===== config.mk =====
export PLATFORM = sky130hd
export DESIGN_NAME = adc_capture_engine
export DESIGN_NICKNAME = d
export VERILOG_FILES = /design/src/rtl/adc_cap_pkg.sv /design/src/rtl/adc_cap_packer.sv /design/src/rtl/adc_capture_engine.sv
export SDC_FILE = /design/constraint.sdc
export NUM_CORES = 1
export LEC_CHECK = 0
export BUFFER_PORTS_ARGS = -buffer_cell sky130_fd_sc_hd__buf_4
export CORE_MARGIN = 4
export CORE_UTILIZATION = 39
export CTS_CLUSTER_DIAMETER = 120
export DETAILED_ROUTE_END_ITERATION = 12
export SLEW_MARGIN = 20
export SYNTH_ARGS = -nofsm -noshare
export SYNTH_HDL_FRONTEND = slang
export SYNTH_SLANG_ARGS = --single-unit
export TNS_END_PERCENT = 30

===== constraint.sdc =====
create_clock -name sys_clk -period 2.9 [get_ports sys_clk]
set_input_delay 0.145 -clock sys_clk [delete_from_list [all_inputs] [get_ports sys_clk]]
set_output_delay 0.145 -clock sys_clk [all_outputs]
set_load 0.02 [all_outputs]

===== src/rtl/adc_cap_pkg.sv =====
// Shared types and constants for the ADC capture engine.
// Latency: n/a (types only).
// Backpressure: n/a (types only).
//
// Contents: FSM state enum, trigger-mode enum, and LANE_W (the width
// each sample is zero-extended to before packing into a 32-bit word).
package adc_cap_pkg;

  localparam int LANE_W = 16;

  typedef enum logic [1:0] {
    ST_IDLE = 2'd0,
    ST_ARM  = 2'd1,
    ST_CAPT = 2'd2,
    ST_DONE = 2'd3
  } cap_state_t;

  typedef enum logic [1:0] {
    TRIG_IMM  = 2'd0,
    TRIG_RISE = 2'd1,
    TRIG_FALL = 2'd2,
    TRIG_RSVD = 2'd3
  } trig_mode_t;

endpackage


===== src/rtl/adc_cap_packer.sv =====
// Packs kept sample sets into 32-bit words of two 16-bit lanes.
// Latency: combinational word_vld/word_dat; NUM_CH=4 second word one cycle later.
// Backpressure: none; a set offered while word B is pending is dropped and flagged on overrun.
//
// Ports:
//   clk, rst      : clock and synchronous active-high reset
//   clr           : start-of-capture clear (lane pointer, pending word B)
//   set_vld       : set_data holds a kept sample set to be packed
//   set_data      : NUM_CH samples, channel k at [k*SAMPLE_W +: SAMPLE_W]
//   word_vld      : word_dat is a complete word this cycle
//   word_dat      : {hi lane, lo lane}
//   overrun       : pulse, set_vld arrived while word B was still pending
// Legal NUM_CH values are 1, 2 and 4; any other value builds the 4-channel packer.
module adc_cap_packer
  import adc_cap_pkg::*;
#(
  parameter int NUM_CH   = 2,
  parameter int SAMPLE_W = 12
) (
  input  logic                       clk,
  input  logic                       rst,
  input  logic                       clr,
  input  logic                       set_vld,
  input  logic [NUM_CH*SAMPLE_W-1:0] set_data,
  output logic                       word_vld,
  output logic [31:0]                word_dat,
  output logic                       overrun
);

  logic [LANE_W-1:0] lane [NUM_CH];

  for (genvar k = 0; k < NUM_CH; k++) begin : g_lane
    assign lane[k] = LANE_W'(set_data[k*SAMPLE_W +: SAMPLE_W]);
  end

  if (NUM_CH == 1) begin : g_one
    // Two consecutive kept samples make one word: lo first, then hi.
    logic              hi_sel;
    logic [LANE_W-1:0] lo_hold;

    always_ff @(posedge clk) begin
      if (rst || clr) begin
        hi_sel  <= 1'b0;
        lo_hold <= '0;
      end else if (set_vld) begin
        hi_sel <= ~hi_sel;
        if (!hi_sel) lo_hold <= lane[0];
      end
    end

    assign word_vld = set_vld & hi_sel;
    assign word_dat = {lane[0], lo_hold};
    assign overrun  = 1'b0;

  end else if (NUM_CH == 2) begin : g_two
    logic unused_ctl;

    assign word_vld   = set_vld;
    assign word_dat   = {lane[1], lane[0]};
    assign overrun    = 1'b0;
    assign unused_ctl = &{1'b0, clk, rst, clr};

  end else begin : g_four
    // Word A goes out with the set; word B is held and goes out next cycle.
    // The output slot is busy for that cycle, so a new set then is lost.
    logic        b_pend;
    logic [31:0] b_hold;

    always_ff @(posedge clk) begin
      if (rst || clr) begin
        b_pend <= 1'b0;
        b_hold <= '0;
      end else if (b_pend) begin
        b_pend <= 1'b0;
      end else if (set_vld) begin
        b_pend <= 1'b1;
        b_hold <= {lane[3], lane[2]};
      end
    end

    assign word_vld = b_pend | set_vld;
    assign word_dat = b_pend ? b_hold : {lane[1], lane[0]};
    assign overrun  = b_pend & set_vld;
  end

endmodule


===== src/rtl/adc_capture_engine.sv =====
// Multi-channel ADC capture engine writing packed sample words into DMEM.
// Latency: mem_* registered, 1 cycle after the completing smp_vld (NUM_CH=4 word B one cycle later).
// Backpressure: none on the ADC side; NUM_CH=4 sets arriving while word B is pending are dropped (st_overrun).
//
// Build option: define ADC_CAPTURE_TRIG_EN to build the threshold trigger
// (modes 1/2, trigger-channel mux, previous-sample register). Without it the
// cfg_trig_* inputs are ignored and ARM always lasts one cycle.
//
// Ports:
//   sys_clk, sys_rst           : clock, synchronous active-high reset
//   smp_data, smp_vld          : ADC sample set, channel k at [k*SAMPLE_W +: SAMPLE_W]
//   cfg_start (rising edge)    : start a capture when idle
//   cfg_abort (level)          : end a capture in progress
//   cfg_depth/decim/trig_*     : capture setup, latched at the start edge
//   mem_we, mem_addr, mem_data : DMEM port 2 write
//   st_busy/done/aborted/overrun/wcount : status
module adc_capture_engine
  import adc_cap_pkg::*;
#(
  parameter int NUM_CH    = 2,
  parameter int SAMPLE_W  = 12,
  parameter int ADDR_W    = 13,
  parameter int BASE_ADDR = 0,
  parameter int DECIM_W   = 8
) (
  input  logic                       sys_clk,
  input  logic                       sys_rst,
  input  logic [NUM_CH*SAMPLE_W-1:0] smp_data,
  input  logic                       smp_vld,
  input  logic                       cfg_start,
  input  logic                       cfg_abort,
  input  logic [ADDR_W-1:0]          cfg_depth,
  input  logic [DECIM_W-1:0]         cfg_decim,
  input  logic [1:0]                 cfg_trig_mode,
  input  logic [1:0]                 cfg_trig_ch,
  input  logic [SAMPLE_W-1:0]        cfg_trig_lvl,
  output logic                       mem_we,
  output logic [ADDR_W-1:0]          mem_addr,
  output logic [31:0]                mem_data,
  output logic                       st_busy,
  output logic                       st_done,
  output logic                       st_aborted,
  output logic                       st_overrun,
  output logic [ADDR_W:0]            st_wcount
);

  localparam logic [ADDR_W-1:0] BASE = ADDR_W'(BASE_ADDR);

  cap_state_t          state, state_nxt;
  logic                start_q;
  logic                start_go;
  logic                busy;
  logic                abort_go;
  logic                kept;
  logic                arm_take;   // kept set in ARM that is captured (trigger set)
  logic                arm_exit;   // ARM may move on to CAPT this cycle
  logic                cap_set;
  logic                accept;
  logic                final_wr;
  logic [ADDR_W-1:0]   depth_r;
  logic [DECIM_W-1:0]  decim_r;
  logic [DECIM_W-1:0]  dec_cnt;
  logic [ADDR_W:0]     depth_full;
  logic [ADDR_W:0]     wcount_inc;
  logic                word_vld;
  logic [31:0]         word_dat;
  logic                pk_overrun;

  assign busy       = (state == ST_ARM) || (state == ST_CAPT);
  assign st_busy    = busy;
  assign start_go   = cfg_start & ~start_q & (state == ST_IDLE);
  assign abort_go   = busy & cfg_abort;
  assign kept       = busy & smp_vld & (dec_cnt == '0);
  // Depth 0 encodes a full 2^ADDR_W-word buffer.
  assign depth_full = (depth_r == '0) ? {1'b1, {ADDR_W{1'b0}}} : {1'b0, depth_r};
  assign wcount_inc = st_wcount + (ADDR_W+1)'(1);

  // ---------------------------------------------------------------- trigger
`ifdef ADC_CAPTURE_TRIG_EN
  trig_mode_t          mode_r;
  logic [1:0]          trig_ch_r;
  logic [SAMPLE_W-1:0] lvl_r;
  logic [SAMPLE_W-1:0] prev_smp;
  logic [SAMPLE_W-1:0] trig_smp;
  logic                prev_vld;
  logic                trig_imm;
  logic                trig_hit;

  always_ff @(posedge sys_clk) begin
    if (sys_rst) begin
      mode_r    <= TRIG_IMM;
      trig_ch_r <= '0;
      lvl_r     <= '0;
      prev_smp  <= '0;
      prev_vld  <= 1'b0;
    end else if (start_go) begin
      mode_r    <= trig_mode_t'(cfg_trig_mode);
      trig_ch_r <= cfg_trig_ch & 2'(NUM_CH-1);
      lvl_r     <= cfg_trig_lvl;
      prev_vld  <= 1'b0;
    end else if ((state == ST_ARM) && kept) begin
      // Only kept (post-decimation) sets feed the edge detector.
      prev_smp <= trig_smp;
      prev_vld <= 1'b1;
    end
  end

  assign trig_smp = smp_data[trig_ch_r*SAMPLE_W +: SAMPLE_W];

  always_comb begin
    trig_imm = (mode_r == TRIG_IMM) || (mode_r == TRIG_RSVD);
    trig_hit = 1'b0;
    case (mode_r)
      TRIG_RISE: trig_hit = prev_vld && (prev_smp < lvl_r) && (trig_smp >= lvl_r);
      TRIG_FALL: trig_hit = prev_vld && (prev_smp >= lvl_r) && (trig_smp < lvl_r);
      default:   trig_hit = 1'b1;
    endcase
  end

  assign arm_take = kept & trig_hit;
  assign arm_exit = trig_imm | arm_take;
`else
  logic unused_trig;

  assign unused_trig = &{1'b0, cfg_trig_mode, cfg_trig_ch, cfg_trig_lvl};
  assign arm_take    = kept;
  assign arm_exit    = 1'b1;
`endif

  // In immediate mode a kept set arriving during the single ARM cycle is
  // treated as the trigger set and captured, so no sample is lost.
  assign cap_set  = ~abort_go & (((state == ST_CAPT) & kept) | ((state == ST_ARM) & arm_take));
  assign accept   = word_vld & busy & ~abort_go;
  assign final_wr = accept & (wcount_inc == depth_full);

  adc_cap_packer #(
    .NUM_CH   (NUM_CH),
    .SAMPLE_W (SAMPLE_W)
  ) u_packer (
    .clk      (sys_clk),
    .rst      (sys_rst),
    .clr      (start_go),
    .set_vld  (cap_set),
    .set_data (smp_data),
    .word_vld (word_vld),
    .word_dat (word_dat),
    .overrun  (pk_overrun)
  );

  // -------------------------------------------------------------------- FSM
  always_ff @(posedge sys_clk) begin
    if (sys_rst) state <= ST_IDLE;
    else         state <= state_nxt;
  end

  always_comb begin
    state_nxt = state;
    case (state)
      ST_IDLE: if (start_go) state_nxt = ST_ARM;
      ST_ARM: begin
        // A capture can complete from ARM when depth is one word.
        if (abort_go || final_wr) state_nxt = ST_DONE;
        else if (arm_exit)        state_nxt = ST_CAPT;
      end
      ST_CAPT: if (abort_go || final_wr) state_nxt = ST_DONE;
      ST_DONE: state_nxt = ST_IDLE;
      default: state_nxt = ST_IDLE;
    endcase
  end

  // --------------------------------------------------------------- datapath
  always_ff @(posedge sys_clk) begin
    if (sys_rst) begin
      start_q    <= 1'b0;
      mem_we     <= 1'b0;
      mem_addr   <= BASE;
      mem_data   <= '0;
      st_done    <= 1'b0;
      st_aborted <= 1'b0;
      st_overrun <= 1'b0;
      st_wcount  <= '0;
      depth_r    <= '0;
      decim_r    <= '0;
      dec_cnt    <= '0;
    end else begin
      start_q <= cfg_start;
      mem_we  <= 1'b0;

      if (start_go) begin
        st_done    <= 1'b0;
        st_aborted <= 1'b0;
        st_overrun <= 1'b0;
        st_wcount  <= '0;
        dec_cnt    <= '0;
        mem_addr   <= BASE;
        depth_r    <= cfg_depth;
        decim_r    <= cfg_decim;
      end

      if (busy && smp_vld) begin
        dec_cnt <= (dec_cnt == '0) ? decim_r : dec_cnt - DECIM_W'(1);
      end

      if (accept) begin
        mem_we    <= 1'b1;
        mem_addr  <= BASE + st_wcount[ADDR_W-1:0];   // wraps modulo 2^ADDR_W
        mem_data  <= word_dat;
        st_wcount <= wcount_inc;
      end

      if (pk_overrun) st_overrun <= 1'b1;
      if (abort_go)   st_aborted <= 1'b1;
      if (busy && (state_nxt == ST_DONE)) st_done <= 1'b1;
    end
  end

endmodule

## Yosys cells after proc, flatten, opt, wreduce, memory -nomap -nowiden

Index checks and enable logic that the tools add are counted.

- Add/sub/neg operators: 2
- Equality and inequality tests: 5
- Multiplexer cells: 16
- Bitwise gates (word level): 14
- Reduce and logical (&&, ||, !) cells: 11

Operators with widths:

| operator | count |
|---|---|
| two-way mux 14 bit | 3 |
| two-way mux 13 bit | 2 |
| two-way mux 8 bit | 3 |
| adder 14 x 1 -> 14 bit, second input constant | 1 |
| == test 14 bit | 1 |
| zero test 13 bit | 1 |
| AND 1 bit | 11 |
| zero test 8 bit | 1 |
| case mux 2 bit (4 select lines) | 1 |
| nonzero test 2 bit | 4 |
| subtractor 8 x 1 -> 8 bit, second input constant | 1 |
| == test 2 bit, second input constant | 3 |
| two-way mux 1 bit | 5 |
| two-way mux 2 bit | 2 |
| == test 2 x 1 -> 1 bit, second input constant | 1 |
| logical AND 1 bit | 2 |
| zero test 2 bit | 1 |
| logical OR 1 bit | 2 |
| inverter 1 bit | 2 |
| OR 1 bit | 1 |

- Flip-flop bits (word level): 86
- Output and inout port bits: 64
- Word-level logic and storage cells: 59

## Logic depth before layout (Yosys ltp)

Gate-level depths: netlist of the first run.

- Word-level depth: 16
- Gate-level depth with buffers: 10

## Modules after synthesis

A second synthesis of the first run with hierarchy kept.

- Cells, all modules: 574
- Area, all modules: 4526.8 sq um

Modules (own cells, without submodules):

| module | times used | cells an instance | area an instance (sq um) |
|---|---|---|---|
| adc_capture_engine | 1 | 539 | 4267.8 |
| adc_cap_packer | 1 | 35 | 259.0 |

## Least setup slack after synthesis of the first run

Ideal clock, no wire load.

- Kind: register to register
- From: reg state[0]
- To: reg st_wcount[6]
- Data arrival time: 2152 ps
- Required time: 2830 ps
- Slack: 678 ps
- Stages on the path, launching flop included: 8
- Cell sequence: dfxtp_1 -> inv_1 -> ha_1 -> nand3b_1 -> or3_1 -> buf_2 -> or4_1 -> a21oi_1

- Cells in the longest elaborated chain, start to end: 10

RTL lines:

| item | RTL line | source |
|---|---|---|
| from (decl) | adc_capture_engine.sv:49 | `cap_state_t state, state_nxt;` |
| from (signal assigned) | adc_capture_engine.sv:153 | `else state <= state_nxt;` |
| == test 2 x 1 -> 1 bit or == test 2 bit (tied branches) | adc_capture_engine.sv:69 | `assign busy = (state == ST_ARM) \|\| (state == ST_CAPT);` |
| logical OR 1 bit (*) | adc_capture_engine.sv:69 |  |
| via st_busy | adc_capture_engine.sv:40 | `output logic st_busy,` |
| AND 1 bit (2 in a row) | adc_capture_engine.sv:73 | `assign kept = busy & smp_vld & (dec_cnt == '0);` |
| AND 1 bit | adc_capture_engine.sv:132 | `assign cap_set = ~abort_go & (((state == ST_CAPT) & kept) \| ((state == ST_ARM) & arm_take));` |
| OR 1 bit | adc_capture_engine.sv:132 |  |
| AND 1 bit | adc_capture_engine.sv:132 |  |
| AND 1 bit | adc_capture_engine.sv:133 | `assign accept = word_vld & busy & ~abort_go;` |
| AND 1 bit (*) | adc_capture_engine.sv:133 |  |
| two-way mux 14 bit or nonzero test 2 bit (tied branches) | - |  |
| to (signal assigned) | adc_capture_engine.sv:208 | `st_wcount <= wcount_inc;` |
| to (decl) | adc_capture_engine.sv:44 | `output logic [ADDR_W:0] st_wcount` |

The timed path passes the listed nets; every way through them passes the cells marked *.
A chain may end at the register's enable or synchronous reset.

## Worst setup path in the final report of the first run

- From: reg dec_cnt[0]
- To: reg st_wcount[9]

- Cells in the longest elaborated chain, start to end: 8

RTL lines:

| item | RTL line | source |
|---|---|---|
| from (decl) | adc_capture_engine.sv:62 | `logic [DECIM_W-1:0] dec_cnt;` |
| from (signal assigned) | adc_capture_engine.sv:201 | `dec_cnt <= (dec_cnt == '0) ? decim_r : dec_cnt - DECIM_W'(1);` |
| zero test 8 bit (*) | adc_capture_engine.sv:73 |  |
| AND 1 bit (*) | adc_capture_engine.sv:73 |  |
| AND 1 bit | adc_capture_engine.sv:132 |  |
| OR 1 bit (*) | adc_capture_engine.sv:132 |  |
| AND 1 bit (*) | adc_capture_engine.sv:132 |  |
| AND 1 bit (*) (2 in a row) | adc_capture_engine.sv:133 |  |
| two-way mux 14 bit or nonzero test 2 bit (tied branches) | - |  |

Mark *: on every way between the ends. The rest lies on a longest branch, timed or not.

==> qor.txt, run 1 <==
status = complete, no violations
largest net degree at the start of global routing = 54
Synth area leader = dfxtp_1
Storage cell area = 1720 sq um
cells after synthesis = 528
Worst Hold Depth = 2
H-tree levels = 3
cell-internal power = 2.07 mW
worst flop-to-flop path endpoint = st_wcount[9]$_SDFFE_PP0P_
Most Frequent Cell on Critical Path = a21oi_1
die area = 12100 sq um
post-DP HPWL = 7.79 mm
FF+latch count, synth = 86
Clock power frac = 27.3%
routed length on met2 = 4.89 mm
top cell type's share of synthesized area = 42.5%
wire per inst = 14.6 microns
total CTS buffers = 9
Clock Path Buffers = 2
PortBufs = 104
share of post-route cells with drive strength above 1 = 22.5%
Combinational Power Share = 30.6%
CP Cell Sequence = inv_1 > ha_1 > nor3b_2 > nand2_1 > or3_2 > buf_4 > a21oi_1 > o21ai_0 > a21oi_1
# diodes = 0
required time of the critical path = 3170 ps
Row Count = 36
max-slew violations = 0
min Tclk post-route = 2530 ps
Chip Width = 110 microns
Top FF cell, synth = dfxtp_1
post-cts sizing count = 0
Placed Cells = 735
antenna violations before repair = 0
TNS Setup = 0 ps
Area Growth Syn to Fin = 25.4%
DRT met1 WL = 5.03 mm
most common cell after layout, fill and taps aside = nand2_1
io pins = 130
reg-to-reg slack, setup = 370 ps
CTS tree = yes
static leakage = 1.99 nW
Worst Setup Slack, final = 372 ps
Mean Syn Cell Area = 7.68 sq um
post-place setup slack = 444 ps
critical path type = reg2reg
dominant cells by area after synthesis = dfxtp_1 (42%), nand2_1 (11%), a21oi_1 (10%), nor2_1 (3.1%), xnor2_1 (2.8%)
YS warnings = 0
fin nets = 686
pwr/cell area = 626 nW/um^2
WHS Endpoint = start_q$_SDFF_PP0_
Post-CTS Setup Bufs = 0
Critical path buffers and inverters = 2
Worst setup EP type = flop
DR WL met3 = 811 microns
Crit-path slowest cell = or3_2
Starting Density = 40.7%
via count = 3865
slew margin rel. = 40.1%
number of synthesized flops with an enable pin = 0
ys async rst share = 0%
cts hold-fix bufs = 0
vias in the first global route = 3628
global route total overflow = 0
Final period util = 87.2%
crit path max fanout = 45
Flop pwr share = 42.1%
setup violators final = 0
worst r2r src = dec_cnt[0]$_SDFFE_PP0P_
switching portion of total power = 34.9%
clk root buf = clkbuf_8
Total Routed Length = 11.0 mm
total track usage = 18.4%
DRC = 0
Hold Startpoint = cfg_start
most frequent cells in the layout = nand2_1 (120), buf_4 (114), dfxtp_1 (86)
top sig layer = met4
TritonRoute pass-1 iters = 6
global-route wire length before repair = 17.7 mm
max-capacitance violation count = 0
Worst-path clk slew = 90 ps
multi-input logic area = 2110 sq um
Clock Sinks = 86
Clock Latency Late Sink = 350 ps
Seq/Total Area, Yosys = 42.5%
Routed Antenna Nets = 0
Worst path max stage delay = 640 ps
Final Hold Fails = 0
Non-Filler Instances = 751
Worst path top cell family by delay = simple AND/OR/NAND/NOR gates
Cell variety after synth = 50
core area = 9950 sq um
Fmax = 396 MHz
Post-Syn Area = 4050 sq um
GPL Wtd Cong = 0.832
final-layout fill cell count = 1006
height of the chip = 110 microns
cells on worst reg2reg path = 9
RSZ-0062 raised after global routing = no
via/cell ratio = 5.15
P_sw = 1.11 mW
VDD IR-drop max = 0.339 mV
Final Skew = 14.7 ps
startpoint types = flop
min-delay worst type = in2reg
Tightest Pin Transition = 896 ps
Worst Path Arrival = 2800 ps
initial DRC count = 193
[cell usage after synthesis (2+ instances only)]
library cell and number:
a21oi_1 85, nor4_1 3, inv_1 7, or3_1 8
o21ai_0 17, nor2_1 33, buf_1 3, and3_1 3
dfxtp_1 86, a21o_1 3, clkbuf_1 28, nand4_1 9
nand2_1 120, nor4b_1 2, and2_1 3, nand3b_1 4
buf_4 9, nor3_1 10, ha_1 7, o21bai_1 2
nor2b_1 3, buf_2 7, or4_1 3, nand3_1 21
a211oi_1 3, and4_1 2, mux2i_1 3, nor3b_1 2
xnor2_1 13, xor2_1 7, a31oi_1 3
[cells by family (layout without fill, tap and decap cells)]
logic type / Yosys count / in the layout / synth area share (%)
mux: 3 / 3 / 0.741
xor+xnor: 20 / 20 / 4.32
compound gates: 122 / 122 / 16.3
other cells: 1 / 9 / 0.0925
simple gates: 234 / 234 / 27.6
buf+inv: 55 / 137 / 6.33
fa+ha+maj: 7 / 7 / 2.16
flops: 86 / 86 / 42.5
[through the flow]
stage,power (mW),utilization (%),area (sq um),hold WS (ps)
after CTS,3.20,51.1,5080,17.3
after global placement,2.31,49.0,4880,382
final,3.18,51.1,5080,28.7
after global routing,3.39,51.1,5080,24.4
after floorplan,2.05,-,4080,273
after detailed placement,2.33,49.0,4880,397
[final cells by class]
| class | count | area share (%) |
|---|---|---|
| Tap cell | 133 | 3.27 |
| Sequential cell | 86 | 33.9 |
| Clock inverter | 6 | 1.35 |
| Timing Repair Buffer | 114 | 16.8 |
| Inverter | 7 | 0.517 |
| Clock buffer | 10 | 2.71 |
| Multi-Input combinational cell | 395 | 41.4 |
[worst max-delay path by stage]
| stage | startpoint | endpoint | slack [ps] | depth (start not counted) |
|---|---|---|---|---|
| after global placement | dec_cnt[2]$_SDFFE_PP0P_ | st_wcount[7]$_SDFFE_PP0P_ | 470 | 6 |
| after detailed placement | dec_cnt[0]$_SDFFE_PP0P_ | st_wcount[11]$_SDFFE_PP0P_ | 440 | 9 |
| final | dec_cnt[0]$_SDFFE_PP0P_ | st_wcount[9]$_SDFFE_PP0P_ | 370 | 9 |
| after floorplan | state[0]$_SDFF_PP0_ | st_wcount[6]$_SDFFE_PP0P_ | 680 | 7 |
| after global routing | dec_cnt[0]$_SDFFE_PP0P_ | st_wcount[9]$_SDFFE_PP0P_ | 140 | 9 |
| after CTS | dec_cnt[0]$_SDFFE_PP0P_ | st_wcount[9]$_SDFFE_PP0P_ | 350 | 9 |
[flip-flops by register name, summed over array words and instances, names as in the netlist]
signal / cells
dec_cnt: 8
start_q: 1
mem_we: 1
mem_data: 24
st_wcount: 14
st_aborted: 1
mem_addr: 13
st_done: 1
decim_r: 8
depth_r: 13
state: 2
[layer usage]
metal,vias up,GRT usage [%]
met2,114,28.5
met5,-,0
li1,1947,-
met4,0,6.95
met3,19,4.99
met1,1785,24.5
[power groups by stage]
stage | Clock [mW] | Sequential [mW] | Combinational, mW
after floorplan | 0 | 1.36 | 0.684
after global placement | 0 | 1.36 | 0.951
after detailed placement | 0 | 1.37 | 0.966
after CTS | 0.890 | 1.34 | 0.970
after global routing | 0.939 | 1.35 | 1.10
final | 0.867 | 1.34 | 0.973
Note: power is estimated with default switching activity, not from simulation.
==> run 2: changes to the inputs <==
==> constraint.sdc (replaced) <==
create_clock -name sys_clk -period 2.9 [get_ports sys_clk]
set_input_delay 0.435 -clock sys_clk [delete_from_list [all_inputs] [get_ports sys_clk]]
set_output_delay 0.435 -clock sys_clk [all_outputs]
set_load 0.02 [all_outputs]
==> qor.txt, run 2 (synthesized netlist as in run 1, its figures left out) <==
top sig layer = met4 (unchanged)
Biggest register = mem_data (unchanged)
Fmax = 398 MHz (was 396 MHz)
Total Routed Length = 11.0 mm (about the same)
Starting Density = 40.7% (unchanged)
worst hold slack = 316 ps (was 28.7 ps)
core area = 9950 sq um (unchanged)
io pins = 130 (unchanged)
leading registers by flop count = mem_data (24), st_wcount (14) (unchanged)
pwr/cell area = 639 nW/um^2 (was 626 nW/um^2)
crit path max fanout = 45 (unchanged)
cts hold-fix bufs = 0 (unchanged)
most frequent cells in the layout = nand2_1 (120), buf_4 (114), dfxtp_1 (86) (unchanged)
die area = 12100 sq um (unchanged)
TritonRoute pass-1 iters = 4 (was 6)
critical path type = reg2reg (unchanged)
Clock Path Buffers = 2 (unchanged)
GPL Wtd Cong = 0.822 (was 0.832)
initial DRC count = 169 (was 193)
setup violators final = 0 (unchanged)
max-slew violations = 0 (unchanged)
Worst setup EP type = flop (unchanged)
Clock Latency Late Sink = 350 ps (about the same)
VDD IR-drop max = 0.303 mV (was 0.339 mV)
Crit-path slowest cell = or3_2 (unchanged)
Tightest Pin Transition = 897 ps (was 896 ps)
Worst Path Arrival = 2790 ps (was 2800 ps)
post-DP HPWL = 7.81 mm (was 7.79 mm)
Chip Width = 110 microns (unchanged)
status = complete, no violations (unchanged)
Clock Sinks = 86 (unchanged)
min Tclk post-route = 2510 ps (was 2530 ps)
PortBufs = 104 (unchanged)
Post-CTS Setup Bufs = 0 (unchanged)
antenna violations before repair = 0 (unchanged)
wire per inst = 14.7 microns (was 14.6 microns)
# diodes = 0 (unchanged)
Largest register FFs = 24 (unchanged)
Routed Antenna Nets = 0 (unchanged)
most common cell after layout, fill and taps aside = nand2_1 (unchanged)
slew margin rel. = 40.0% (was 40.1%)
DR WL met3 = 854 microns (was 811 microns)
fin nets = 686 (unchanged)
clk root buf = clkbuf_8 (unchanged)
via/cell ratio = 5.09 (was 5.15)
Final Skew = 12.3 ps (was 14.7 ps)
height of the chip = 110 microns (unchanged)
total track usage = 18.3% (was 18.4%)
global-route wire length before repair = 17.6 mm (was 17.7 mm)
Worst path max stage delay = 630 ps (was 640 ps)
max-capacitance violation count = 0 (unchanged)
DRT met1 WL = 5.06 mm (was 5.03 mm)
startpoint types = flop (unchanged)
vias in the first global route = 3592 (was 3628)
RSZ-0062 raised after global routing = no (unchanged)
post-cts sizing count = 0 (unchanged)
H-tree levels = 3 (unchanged)
via count = 3820 (was 3865)
total CTS buffers = 9 (unchanged)
largest net degree at the start of global routing = 46 (was 54)
DRC = 0 (unchanged)
Worst-path clk slew = 90 ps (about the same)
Area Growth Syn to Fin = 25.8% (was 25.4%)
Row Count = 36 (unchanged)
Worst Hold Depth = 3 (was 2)
Most Frequent Cell on Critical Path = a21oi_1 (unchanged)
CTS tree = yes (unchanged)
cells on worst reg2reg path = 9 (unchanged)
min-delay worst type = in2reg (unchanged)
share of post-route cells with drive strength above 1 = 22.3% (was 22.5%)
routed length on met2 = 4.93 mm (was 4.89 mm)
TNS Setup = 0 ps (unchanged)
global route total overflow = 0 (unchanged)
CP Cell Sequence = inv_1 > ha_1 > nor3b_2 > nand2_1 > or3_2 > buf_4 > a21oi_1 > o21ai_0 > a21oi_1 (unchanged)
Finished Core Util = 51.2% (was 51.1%)
static leakage = 2.00 nW (was 1.99 nW)
required time of the critical path = 3180 ps (was 3170 ps)
Final Hold Fails = 0 (unchanged)
Final period util = 86.6% (was 87.2%)
## run 2: cell count changes in the layout (fill, tap and decap cells not counted)
cell / delta
clkbuf_1: +1
clkinv_4: -2
bufinv_16: +1
## run 2: path summary, 6_finish.rpt
kind / from / endpoint / slack (ps)
setup / recovery: dec_cnt[0]$_SDFFE_PP0P_ / st_wcount[9]$_SDFFE_PP0P_ / 390
hold / removal: cfg_decim[3] / decim_r[3]$_SDFFE_PP0P_ / 320
hold reg to reg: mem_data[23]$_SDFFE_PP0P_ / mem_data[23]$_SDFFE_PP0P_ / 460
setup reg to reg: dec_cnt[0]$_SDFFE_PP0P_ / st_wcount[9]$_SDFFE_PP0P_ / 390
## run 2: power by group
group          internal, mW  switching (mW)  total [mW]
clock network         0.511           0.432       0.943
logic                 0.379           0.595       0.974
registers              1.27          0.0768        1.34
## run 2: cell type report
type	count	area, sq um
well taps	133	166
clock buffers	11	141
repair buffers	114	856
clock inverters	5	81.3
fillers	1005	4850
flip-flops and latches	86	1720
inverters	7	26.3
multi-input cells	395	2110
## run 2: critical path, delay by kind of cell, from the launching register on
family                     cells  cell delay (ps)
adders and majority gates      1              140
and+or+nand+nor                3             1100
buffers and inverters          2              430
DFF                            1              360
AOI/OAI and AO/OA              3              390
## run 2: per-layer routing
| layer | track usage, % | vias to the layer above |
|---|---|---|
| met4 | 6.95 | 0 |
| met1 | 24.2 | 1738 |
| met3 | 5.05 | 16 |
| li1 | - | 1947 |
| met5 | 0 | - |
| met2 | 28.2 | 119 |
## run 2: metrics by stage
step	instance area, sq um	power, mW	setup WS [ps]	instances
4_1_cts	5100	3.29	392	751
6_report	5100	3.26	387	751
3_3_place_gp	4880	2.32	448	735
5_1_grt	5100	3.46	150	751
2_1_floorplan	4080	2.05	678	536
3_5_place_dp	4880	2.34	437	735
